[src/rtl/alu_cmd_sequencer.sv]
// alu_cmd_sequencer: buffers ALU commands in a FIFO and plays them one at a
// time into an external combinational alu_8bit. The operands are held for a
// settle window. The result and carry are then returned on a valid/ready
// response channel.
// Optional feature macro: ALU_STATUS_EN adds the rsp_zero and op_count outputs.
module alu_cmd_sequencer #(
  parameter int WIDTH         = 8,
  parameter int FIFO_DEPTH    = 4,
  parameter int SETTLE_CYCLES = 1
) (
  input  logic             clk,
  input  logic             rst,
  input  logic             cmd_valid,
  output logic             cmd_ready,
  input  logic [WIDTH-1:0] cmd_a,
  input  logic [WIDTH-1:0] cmd_b,
  input  logic [1:0]       cmd_sel,
  output logic [WIDTH-1:0] alu_a,
  output logic [WIDTH-1:0] alu_b,
  output logic [1:0]       alu_sel,
  input  logic [WIDTH-1:0] alu_result,
  input  logic             alu_carry,
  output logic             rsp_valid,
  input  logic             rsp_ready,
  output logic [WIDTH-1:0] rsp_result,
  output logic             rsp_carry,
  output logic [1:0]       rsp_sel,
`ifdef ALU_STATUS_EN
  output logic             rsp_zero,
  output logic [15:0]      op_count,
`endif
  output logic             busy
);

  localparam int AW = $clog2(FIFO_DEPTH);
  localparam int CW = (SETTLE_CYCLES > 1) ? $clog2(SETTLE_CYCLES) : 1;

  typedef struct packed {
    logic [WIDTH-1:0] a;
    logic [WIDTH-1:0] b;
    logic [1:0]       sel;
  } cmd_t;

  typedef enum logic [1:0] {
    IDLE  = 2'd0,
    DRIVE = 2'd1,
    RESP  = 2'd2
  } state_t;

  state_t        state;
  logic [CW-1:0] settle_cnt;

  cmd_t          mem [FIFO_DEPTH];
  cmd_t          head;
  logic [AW:0]   wr_ptr;
  logic [AW:0]   rd_ptr;
  logic [AW:0]   wr_ptr_next;
  logic [AW:0]   rd_ptr_next;
  logic          fifo_empty;
  logic          full_next;
  logic          push;
  logic          pop;

  assign fifo_empty = (wr_ptr == rd_ptr);
  assign head       = mem[rd_ptr[AW-1:0]];
  assign push       = cmd_valid && cmd_ready;
  assign busy       = (state != IDLE) || !fifo_empty;

  // The head is popped whenever the FSM is free to start a new command.
  // This happens when it is idle, or when the current response is being
  // accepted on this edge.
  always_comb begin
    pop = 1'b0;
    if (!fifo_empty) begin
      if (state == IDLE)
        pop = 1'b1;
      else if (state == RESP && rsp_ready)
        pop = 1'b1;
    end
  end

  // Next pointer values. Full is derived from them so that cmd_ready can be
  // a plain register that reflects the post-edge occupancy.
  always_comb begin
    wr_ptr_next = wr_ptr + {{AW{1'b0}}, push};
    rd_ptr_next = rd_ptr + {{AW{1'b0}}, pop};
    full_next   = (wr_ptr_next[AW] != rd_ptr_next[AW]) &&
                  (wr_ptr_next[AW-1:0] == rd_ptr_next[AW-1:0]);
  end

  // Pointer and ready-flag state. Reset empties the FIFO.
  always_ff @(posedge clk or posedge rst) begin
    if (rst) begin
      wr_ptr    <= '0;
      rd_ptr    <= '0;
      cmd_ready <= 1'b1;
    end else begin
      wr_ptr    <= wr_ptr_next;
      rd_ptr    <= rd_ptr_next;
      cmd_ready <= !full_next;
    end
  end

  // FIFO storage. Empty pointers already make stale contents unreachable,
  // so the storage itself needs no reset.
  always_ff @(posedge clk) begin
    if (push)
      mem[wr_ptr[AW-1:0]] <= '{a: cmd_a, b: cmd_b, sel: cmd_sel};
  end

  // Sequencer FSM. It drives the operands, waits out the settle window,
  // captures the ALU outputs and holds the response until it is accepted.
  always_ff @(posedge clk or posedge rst) begin
    if (rst) begin
      state      <= IDLE;
      settle_cnt <= '0;
      alu_a      <= '0;
      alu_b      <= '0;
      alu_sel    <= '0;
      rsp_valid  <= 1'b0;
      rsp_result <= '0;
      rsp_carry  <= 1'b0;
      rsp_sel    <= '0;
`ifdef ALU_STATUS_EN
      rsp_zero   <= 1'b0;
      op_count   <= '0;
`endif
    end else begin
      case (state)
        IDLE: begin
          if (pop) begin
            alu_a      <= head.a;
            alu_b      <= head.b;
            alu_sel    <= head.sel;
            settle_cnt <= CW'(SETTLE_CYCLES - 1);
            state      <= DRIVE;
          end
        end
        DRIVE: begin
          if (settle_cnt == '0) begin
            rsp_result <= alu_result;
            rsp_carry  <= alu_carry;
            rsp_sel    <= alu_sel;
            rsp_valid  <= 1'b1;
`ifdef ALU_STATUS_EN
            rsp_zero   <= (alu_result == '0);
`endif
            state      <= RESP;
          end else begin
            settle_cnt <= settle_cnt - CW'(1);
          end
        end
        RESP: begin
          if (rsp_ready) begin
            rsp_valid <= 1'b0;
`ifdef ALU_STATUS_EN
            op_count  <= op_count + 16'd1;
`endif
            if (pop) begin
              alu_a      <= head.a;
              alu_b      <= head.b;
              alu_sel    <= head.sel;
              settle_cnt <= CW'(SETTLE_CYCLES - 1);
              state      <= DRIVE;
            end else begin
              state <= IDLE;
            end
          end
        end
        default: state <= IDLE;
      endcase
    end
  end

endmodule

[config.mk]
export PLATFORM = sky130hd
export DESIGN_NAME = alu_cmd_sequencer
export DESIGN_NICKNAME = d
export VERILOG_FILES = /design/src/rtl/alu_cmd_sequencer.sv
export SDC_FILE = /design/constraint.sdc
export NUM_CORES = 1
export LEC_CHECK = 0
export ABC_AREA = 1
export CELL_PAD_IN_SITES_DETAIL_PLACEMENT = 1
export CELL_PAD_IN_SITES_GLOBAL_PLACEMENT = 1
export CORE_ASPECT_RATIO = 0.7
export CORE_UTILIZATION = 47
export DETAILED_ROUTE_END_ITERATION = 7
export GPL_TIMING_DRIVEN = 1
export HOLD_SLACK_MARGIN = 0.1
export MAX_ROUTING_LAYER = met4
export PLACE_DENSITY_LB_ADDON = 0.1
export SLEW_MARGIN = 20
export SYNTH_ARGS = -nofsm -noshare
export SYNTH_HDL_FRONTEND = slang
export SYNTH_SLANG_ARGS = --single-unit
[constraint.sdc]
create_clock -name clk -period 4.1 [get_ports clk]
set_input_delay 0.82 -clock clk [delete_from_list [all_inputs] [get_ports clk]]
set_output_delay 0.82 -clock clk [all_outputs]
set_load 0.005 [all_outputs]
Yosys cells after proc, flatten, opt, wreduce, memory -nomap -nowiden
Memories as Yosys holds them, arrays and structs flattened.
Cells that the tools add are included.
- flip-flop bits (word level): 40
- bits in writable memories: 72
- bits of input ports: 31
- output and inout port bits: 32
- logic and storage cells: 67
- memories: 1
- memories (memory ; depth ; width ; rd ports ; clocked after memory_dff ; wr ports ; RTL line ; RTL):
    mem ; 4 ; 18 ; 1 ; 0 ; 1 ; 53 ; cmd_t mem [FIFO_DEPTH];
- add/subtract/negate cells: 3
- eq/ne operators: 8
- multiplexer cells: 26
- bitwise logic cells: 1
- reduce and logical (&&, ||, !) cells: 16
- operator list (kind ; count):
    2-to-1 mux 8 bit ; 4
    one-hot mux 8 bit (2 select lines) ; 2
    2-to-1 mux 1 bit ; 11
    2-to-1 mux 2 bit ; 5
    adder 3 x 1 -> 3 bit ; 2
    != test 2 bit, second input constant ; 3
    one-hot mux 2 bit (3 select lines) ; 1
    AND reduction 2 bit ; 3
    AND reduction 3 bit ; 2
    nonzero test 2 bit ; 3
    one-hot mux 2 bit (2 select lines) ; 1
    == test 3 bit ; 1
    logical AND 1 bit ; 3
    one-hot mux 1 bit (3 select lines) ; 1
    nonzero test 3 bit ; 1
    == test 2 x 1 -> 1 bit, second input constant ; 1
    == test 2 bit ; 1
    == test 2 bit, second input constant ; 1
    zero test 1 bit ; 2
    zero test 2 bit ; 1
    one-hot mux 1 bit (2 select lines) ; 1
    logical OR 1 bit ; 1
    != test 1 bit ; 1
    inverter 1 bit ; 1
    subtractor 1 bit, second input constant ; 1

Longest topological paths before layout
Gate-level depths: netlist of the first run.
- word-level depth: 9
- gate-level depth with buffers: 12
- gate-level depth less buffers: 12

Worst setup path before layout of the first run
OpenSTA, ideal clock, no wires.
- path kind: input -> register
- from: input port cmd_valid
- to: memory mem[2][0] (netlist bit), enable pin
- arrival time: 2.190 ns
- data required time: 3.684 ns
- path slack: 1.494 ns
- cell stages on the path: 2
- path buffers: 0
- path through: nand2_1 nor3_1
- longest elaborated chain between the ends: 3
- RTL lines (what ; RTL line ; RTL):
    start: declaration ; 13 ; input logic cmd_valid,
    logical AND 1 bit ; 66 ; assign push = cmd_valid && cmd_ready;
    2-to-1 mux 1 bit ; 107 ; if (push)
    2-to-1 mux 1 bit (not written as such) ; 108 ; mem[wr_ptr[AW-1:0]] <= '{a: cmd_a, b: cmd_b, sel: cmd_sel};
    end: declaration ; 53 ;
Every way passes these cells.

==> impl_metrics.env, run 1 <==
export IMPL_numPortBuffers=62
export IMPL_floorplan_die_width_um=118
export IMPL_worst_slew_pin_transition_ns=0.564
export IMPL_crit_path_top_delay_cell="sky130_fd_sc_hd__clkdlybuf4s50_1"
export IMPL_period_share_pct=78.9
export IMPL_start_util_pct=48.6
export IMPL_grt_pass1_vias=3057
export IMPL_slew_margin_rel_pct=62.3
export IMPL_multiInputGateArea_sq_mm=0.00111
export IMPL_drt_iter0_markers=78
export IMPL_max_cap_viol_count=0
export IMPL_netlist_top_cells_count="sky130_fd_sc_hd__edfxtp_1 (72), sky130_fd_sc_hd__nand2_1 (63), sky130_fd_sc_hd__nor2_1 (55)"
export IMPL_drt_antenna_violating_nets=0
export IMPL_comb_power_share_pct=39.4
export IMPL_timing_rr_end="cmd_ready"
export IMPL_worst_path_stages=7
export IMPL_power_share_sequential_pct=40.7
export IMPL_cts_setup_buffers=0
export IMPL_antenna_found_initial=0
export IMPL_path_cells="clkdlybuf4s50_1 -> inv_1 -> a21oi_2 -> nand2_2 -> buf_4 -> nand2_1 -> clkdlybuf4s50_1"
export IMPL_crit_start="rsp_ready"
export IMPL_routed_wl_per_cell_um=18.7
export IMPL_setup_tns_final_ns=0
export IMPL_postCtsResizedCells=0
export IMPL_power_switching_share_pct=35.3
export IMPL_critical_path_data_required_time_ns=3.28
export IMPL_global_route_overflow_total=0
export IMPL_path_common_cell="sky130_fd_sc_hd__clkdlybuf4s50_1"
export IMPL_clk_latency_ns=0.35
export IMPL_vdd_ir_drop_worst_mv=0.497
export IMPL_drt_pass1_iterations=4
export IMPL_final_hold_violation_count=0
export IMPL_cts_clk_slew_worst_paths_ns=0.07
export IMPL_postRouteWirelength_mm=9.92
export IMPL_buffer_cell_driving_the_clock_tree_root="sky130_fd_sc_hd__clkbuf_16"
export IMPL_row_count=29
export IMPL_internal_power_uw=2760
export IMPL_mappedNetlistNets=370
export IMPL_detailroute_via_count=2784
export IMPL_first_pass_grt_wire_length_mm=16.2
export IMPL_switchingPower_uw=1500
export IMPL_num_antenna_cells=0
export IMPL_start_kind="input port"
export IMPL_ff2ff_path_depth=7
export IMPL_crit_reg2reg_launch="rd_ptr[0]"
export IMPL_period_minus_slack_ns=3.24
export IMPL_post_route_cells_drive_above_1_share_pct=14.0
export IMPL_worstSetupEndpoint="busy"
export IMPL_pwr_share_clk_pct=19.9
export IMPL_die_h_um=83.2
export IMPL_critical_path_top_delay_family="buffers and inverters"
export IMPL_design_die_area_sq_mm=0.00982
export IMPL_avgViaCountPerCell=5.25
export IMPL_core_area_sq_mm=0.00911
export IMPL_worstHoldPathType="reg -> reg"
export IMPL_ff2ff_setup_slack_ns=1.94
export IMPL_power_static_leakage_uw=0.00212
export IMPL_setup_violating_endpoint_count_in_the_final_report=0
export IMPL_synth_warning_count=0
export IMPL_synth_edff_count=72
export IMPL_number_of_flip_flops_and_latches_in_the_synthesized_netlist=111
export IMPL_cts_path_max_buffers=2
export IMPL_primary_flip_flop_cell_chosen_by_synthesis_mapping="sky130_fd_sc_hd__edfxtp_1"
export IMPL_fillers=927
export IMPL_critical_path_endpoint_type="output port"
export IMPL_rsz0062_at_grt="no"
export IMPL_cts_max_level=3
export IMPL_cts_made_buffers=9
export IMPL_ys_types=30
export IMPL_cp_slowest_stage_delay_ns=0.49
export IMPL_final_nets=435
export IMPL_p_per_area_mw_per_mm2=783
export IMPL_syn_cell_area_sq_mm=0.00443
export IMPL_ys_top_cells_by_area="sky130_fd_sc_hd__edfxtp_1 (49%), sky130_fd_sc_hd__dfrtp_1 (21%), sky130_fd_sc_hd__nand2_1 (5.3%)"
export IMPL_syn_avg_cell_area_sq_um=13.2
export IMPL_hpwl_mm=6.00
export IMPL_cell_type_contributing_the_most_total_cell_area_after_synthesis="sky130_fd_sc_hd__edfxtp_1"
export IMPL_maximum_number_of_pins_on_one_net_before_global_route_repair=40
export IMPL_yosysMostFrequentCell="sky130_fd_sc_hd__edfxtp_1"
export IMPL_tritoncts_num_sinks=111
export IMPL_ff_latch_area_sq_mm=0.00314
export IMPL_critPathBufInv=4
export IMPL_clock_skew_ns=0.00549
export IMPL_fmax_ghz=0.309
export IMPL_async_flop_share_pct=35.1
export IMPL_outcome="finished, final reports clean"
export IMPL_holdWs_ns=0.487
export IMPL_ctsHoldBuffers=0
export IMPL_grt_use_total_pct=23.2
export IMPL_cts_tree="yes"
export IMPL_crit_path_max_fo=21
export IMPL_finalWeightedCongestion=0.671
export IMPL_crit_type="in -> out"
export IMPL_synthToLayoutAreaGrowth_pct=22.8
export IMPL_worst_ep_arrival_time_ns=2.42
export IMPL_io_pins=63
export IMPL_drcViolationCount=0
export IMPL_synth_yosys_seq_area_share_pct=70.9
export IMPL_postSynthCellCount=336
export IMPL_final_max_slew_viol_count=0
export IMPL_yosysTopAreaCellShare_pct=48.8
## registers in the layout (all words and copies together), names as in the netlist
register and flops:
alu_b 8, state 2, rsp_valid 1, rd_ptr 3
rsp_result 8, cmd_ready 1, alu_sel 2, rsp_sel 2
mem 72, alu_a 8, rsp_carry 1, wr_ptr 3
## power groups by stage
stage          clock network (uW)  logic [uW]  registers (uW)
5_1_grt                       907        1850            1770
4_1_cts                       864        1710            1730
2_1_floorplan                   0        1090            1720
6_report                      847        1680            1730
3_5_place_dp                    0        1690            1750
3_3_place_gp                    0        1610            1730
## worst min-delay path by stage
stage                     depth (start not counted)  slack (ns)           from             to
after detailed placement                          2        0.47       alu_b[7]       alu_b[7]
after global routing                              1        0.52  rsp_result[5]  rsp_result[5]
final                                             2        0.49       alu_b[4]       alu_b[4]
after global placement                            2        0.47       alu_a[6]       alu_a[6]
after CTS                                         2        0.50       alu_a[4]       alu_a[4]
after floorplan                                   2        0.47       alu_a[0]       alu_a[0]
## worst min-delay path, cell delays in order, from the launching register on
cell and delay, ns:
sky130_fd_sc_hd__dfrtp_1 0.35, sky130_fd_sc_hd__nand2_1 0.05, sky130_fd_sc_hd__nand2_1 0.05
## cells in the final DEF, fill, tap and decap left out
cell type and instances:
sky130_fd_sc_hd__a21oi_1 1, sky130_fd_sc_hd__a21oi_2 1, sky130_fd_sc_hd__buf_4 9, sky130_fd_sc_hd__bufinv_16 1, sky130_fd_sc_hd__clkbuf_1 3, sky130_fd_sc_hd__clkbuf_16 9
sky130_fd_sc_hd__clkdlybuf4s50_1 62, sky130_fd_sc_hd__clkinv_1 1, sky130_fd_sc_hd__clkinv_2 2, sky130_fd_sc_hd__clkinvlp_4 1, sky130_fd_sc_hd__dfrtp_1 38, sky130_fd_sc_hd__dfstp_2 1
sky130_fd_sc_hd__edfxtp_1 72, sky130_fd_sc_hd__ha_1 3, sky130_fd_sc_hd__inv_1 13, sky130_fd_sc_hd__inv_2 2, sky130_fd_sc_hd__mux2_2 10, sky130_fd_sc_hd__mux2i_1 1
sky130_fd_sc_hd__nand2_1 63, sky130_fd_sc_hd__nand2_2 2, sky130_fd_sc_hd__nand2_4 1, sky130_fd_sc_hd__nand3_1 4, sky130_fd_sc_hd__nand3_2 2, sky130_fd_sc_hd__nor2_1 55
sky130_fd_sc_hd__nor3_1 2, sky130_fd_sc_hd__nor3_2 4, sky130_fd_sc_hd__o21ai_0 20, sky130_fd_sc_hd__o21ai_2 1, sky130_fd_sc_hd__o22ai_1 1, sky130_fd_sc_hd__o32ai_1 7
sky130_fd_sc_hd__o32ai_2 10, sky130_fd_sc_hd__xnor2_1 2, sky130_fd_sc_hd__xnor2_2 1, sky130_fd_sc_hd__xor2_1 1
## area by class of cell
cell class	count	share of cell area (%)
clock inverter	4	0.874
timing repair buffer	71	12.7
inverter	16	1.10
multi-input combinational	192	20.5
tap	124	2.85
clock buffer	12	4.35
sequential	111	57.7
## cells by family after synthesis
family	after synthesis	share of synthesized area, %
AO/OA/AOI/OAI	41	7.97
multiplexers	11	2.77
buffers and inverters	33	4.46
AND/OR/NAND/NOR	133	12.1
adder cells (fa/ha/maj)	3	0.848
flip-flops	111	70.9
XOR/XNOR	4	0.961
## layer usage
metal | part of all wire [%] | up-vias | track usage, % | wire (um)
li1 | - | 1294 | - | -
met1 | 44 | 1448 | 28.1 | 4400
met2 | 52 | 33 | 38.6 | 5120
met3 | 2.7 | 9 | 5.36 | 264
met4 | 1.3 | 0 | 7.58 | 127
met5 | 0 | - | - | 0
## stage by stage
step | instances | worst slack, ns | instance area, sq um | power, uW | util, %
global route | 530 | 0.773 | 5440 | 4530 | 59.7
global placement | 514 | 0.863 | 5150 | 3340 | 56.6
finish | 530 | 0.864 | 5440 | 4260 | 59.7
detailed placement | 514 | 0.851 | 5150 | 3440 | 56.6
floorplan | 336 | 1.49 | 4430 | 2810 | -
CTS | 530 | 0.842 | 5440 | 4310 | 59.7
(Power assumes the default switching activity.)
==> run 2, diff against run 1 <==
--- a/config.mk
+++ b/config.mk
@@ -9,7 +9,7 @@
 export CELL_PAD_IN_SITES_DETAIL_PLACEMENT = 1
 export CELL_PAD_IN_SITES_GLOBAL_PLACEMENT = 1
 export CORE_ASPECT_RATIO = 0.7
-export CORE_UTILIZATION = 47
+export CORE_UTILIZATION = 40
 export DETAILED_ROUTE_END_ITERATION = 7
 export GPL_TIMING_DRIVEN = 1
 export HOLD_SLACK_MARGIN = 0.1
==> constraint.sdc (replaced) <==
create_clock -name clk -period 2.9 [get_ports clk]
set_input_delay 0.58 -clock clk [delete_from_list [all_inputs] [get_ports clk]]
set_output_delay 0.58 -clock clk [all_outputs]
set_load 0.005 [all_outputs]
==> run 2 against run 1 <==
Compared with the run above:
- sequential power up 39%
- worst hold slack worse by 0.0096 ns
- critical path depth decreased by 1
- final area up 0.71%
- core utilization shrank 7.8 points
- routed wire length is 5.9% lower
- register-to-register slack worse by 1.0 ns
- total power is 39% higher
- clock skew about the same
- final cell count up 4.5%
- highest routed layer unchanged
==> impl_metrics.env, run 2 (synthesis results as in run 1) <==
export IMPL_drt_iter0_markers=113
export IMPL_grt_use_total_pct=18.3
export IMPL_multiInputGateArea_sq_mm=0.00111
export IMPL_cts_tree="yes"
export IMPL_cts_max_level=3
export IMPL_area_of_all_placed_cells_without_fillers_sq_mm=0.00548
export IMPL_layout_cells_most_common="sky130_fd_sc_hd__edfxtp_1"
export IMPL_fmax_ghz=0.392
export IMPL_ff2ff_setup_slack_ns=0.90
export IMPL_grt_pass1_vias=2747
export IMPL_dpl_worst_slack_ns=0.336
export IMPL_cts_setup_buffers=0
export IMPL_postCtsResizedCells=0
export IMPL_avgViaCountPerCell=4.86
export IMPL_fin_util_pct=51.9
export IMPL_first_pass_grt_wire_length_mm=15.2
export IMPL_drt_antenna_violating_nets=0
export IMPL_drcViolationCount=0
export IMPL_crit_type="in -> out"
export IMPL_slew_margin_rel_pct=42.1
export IMPL_core_area_sq_mm=0.0106
export IMPL_drt_pass1_iterations=4
export IMPL_setup_tns_final_ns=0
export IMPL_final_hold_violation_count=0
export IMPL_power_static_leakage_uw=0.00213
export IMPL_layout_cells_most_common_list="sky130_fd_sc_hd__edfxtp_1 (72), sky130_fd_sc_hd__nand2_1 (63), sky130_fd_sc_hd__clkdlybuf4s50_1 (62)"
export IMPL_rsz0062_at_grt="no"
export IMPL_worst_ep_arrival_time_ns=1.97
export IMPL_antenna_found_initial=0
export IMPL_clock_skew_ns=0.00505
export IMPL_worst_slew_pin_transition_ns=0.863
export IMPL_critical_path_data_required_time_ns=2.32
export IMPL_cts_clk_slew_worst_paths_ns=0.06
export IMPL_final_setup_worst_slack_ns=0.349
export IMPL_period_share_pct=88.0
export IMPL_period_minus_slack_ns=2.55
export IMPL_routed_wl_per_cell_um=16.8
export IMPL_global_route_overflow_total=0
export IMPL_outcome="finished, final reports clean"
export IMPL_worstHoldPathType="reg -> reg"
export IMPL_place_area_sq_mm=0.00520
export IMPL_num_antenna_cells=0
export IMPL_synthToLayoutAreaGrowth_pct=23.7
export IMPL_cts_path_max_buffers=2
export IMPL_ctsHoldBuffers=0
export IMPL_io_pins=63
export IMPL_p_per_area_mw_per_mm2=1080
export IMPL_die_h_um=90.0
export IMPL_finalWeightedCongestion=0.674
export IMPL_cts_made_buffers=9
export IMPL_postRouteWirelength_mm=9.33
export IMPL_setup_violating_endpoint_count_in_the_final_report=0
export IMPL_start_kind="input port"
export IMPL_critical_path_endpoint_type="output port"
export IMPL_row_count=31
export IMPL_tritoncts_num_sinks=111
export IMPL_buffer_cell_driving_the_clock_tree_root="sky130_fd_sc_hd__clkbuf_16"
export IMPL_final_max_slew_viol_count=0
export IMPL_max_cap_viol_count=0
export IMPL_maximum_number_of_pins_on_one_net_before_global_route_repair=39
export IMPL_floorplan_die_width_um=128
export IMPL_crit_path_max_fo=4
export IMPL_numPortBuffers=62
export IMPL_final_nets=435
export IMPL_ff_latch_area_sq_mm=0.00314
export IMPL_hpwl_mm=5.84
export IMPL_totalPowerFinal_uw=5940
export IMPL_clk_latency_ns=0.35
export IMPL_vdd_ir_drop_worst_mv=0.660
export IMPL_largest_register_ffs=72
export IMPL_start_util_pct=42.0
export IMPL_design_die_area_sq_mm=0.0115
export IMPL_fillers=1081
export IMPL_post_route_cells_drive_above_1_share_pct=13.8
export IMPL_detailroute_via_count=2695
## run 2: layout make-up
type	instances	share of cell area, %
Clock buffer	10	4.18
Clock inverter	6	0.937
Inverter	16	1.10
Multi-Input combinational cell	192	20.3
Sequential cell	111	57.3
Tap cell	148	3.38
Timing Repair Buffer	71	12.8
## run 2: final timing paths
kind | start | endpoint | depth (start not counted)
setup / recovery | rsp_ready | busy | 6
hold / removal | alu_a[3] | alu_a[3] | 2
setup reg to reg | wr_ptr[0] | cmd_ready | 10
hold reg to reg | alu_a[3] | alu_a[3] | 2
max in group asynchronous | rst | rsp_result[6] | 3
min in group asynchronous | rst | rd_ptr[2] | 2
## run 2: layer usage
metal	part of all wire (%)	track usage, %	wire [um]	vias up
li1	-	-	-	1293
met4	1.3	5.59	118	0
met5	0	-	0	-
met1	50	25.2	4690	1350
met2	45	26.8	4240	40
met3	3.0	4.46	283	12
## run 2: per-stage QoR
stage | hold slack (ns) | cells
finish | 0.477 | 554
global route | 0.499 | 554
CTS | 0.484 | 554
detailed placement | 0.467 | 538
global placement | 0.463 | 538
floorplan | 0.472 | 336
## run 2: power by group
group          leakage [uW]  switching [uW]  internal [uW]
registers           0.00113             223           2190
clock network      0.000139             514            658
logic              0.000862            1310           1040
## run 2: critical path, cell delays in order
cell                              delay (ns)
sky130_fd_sc_hd__clkdlybuf4s50_1        0.45
sky130_fd_sc_hd__inv_1                  0.06
sky130_fd_sc_hd__a21oi_2                0.22
sky130_fd_sc_hd__nand2_2                0.08
sky130_fd_sc_hd__nand2_1                0.06
sky130_fd_sc_hd__clkdlybuf4s50_1        0.51
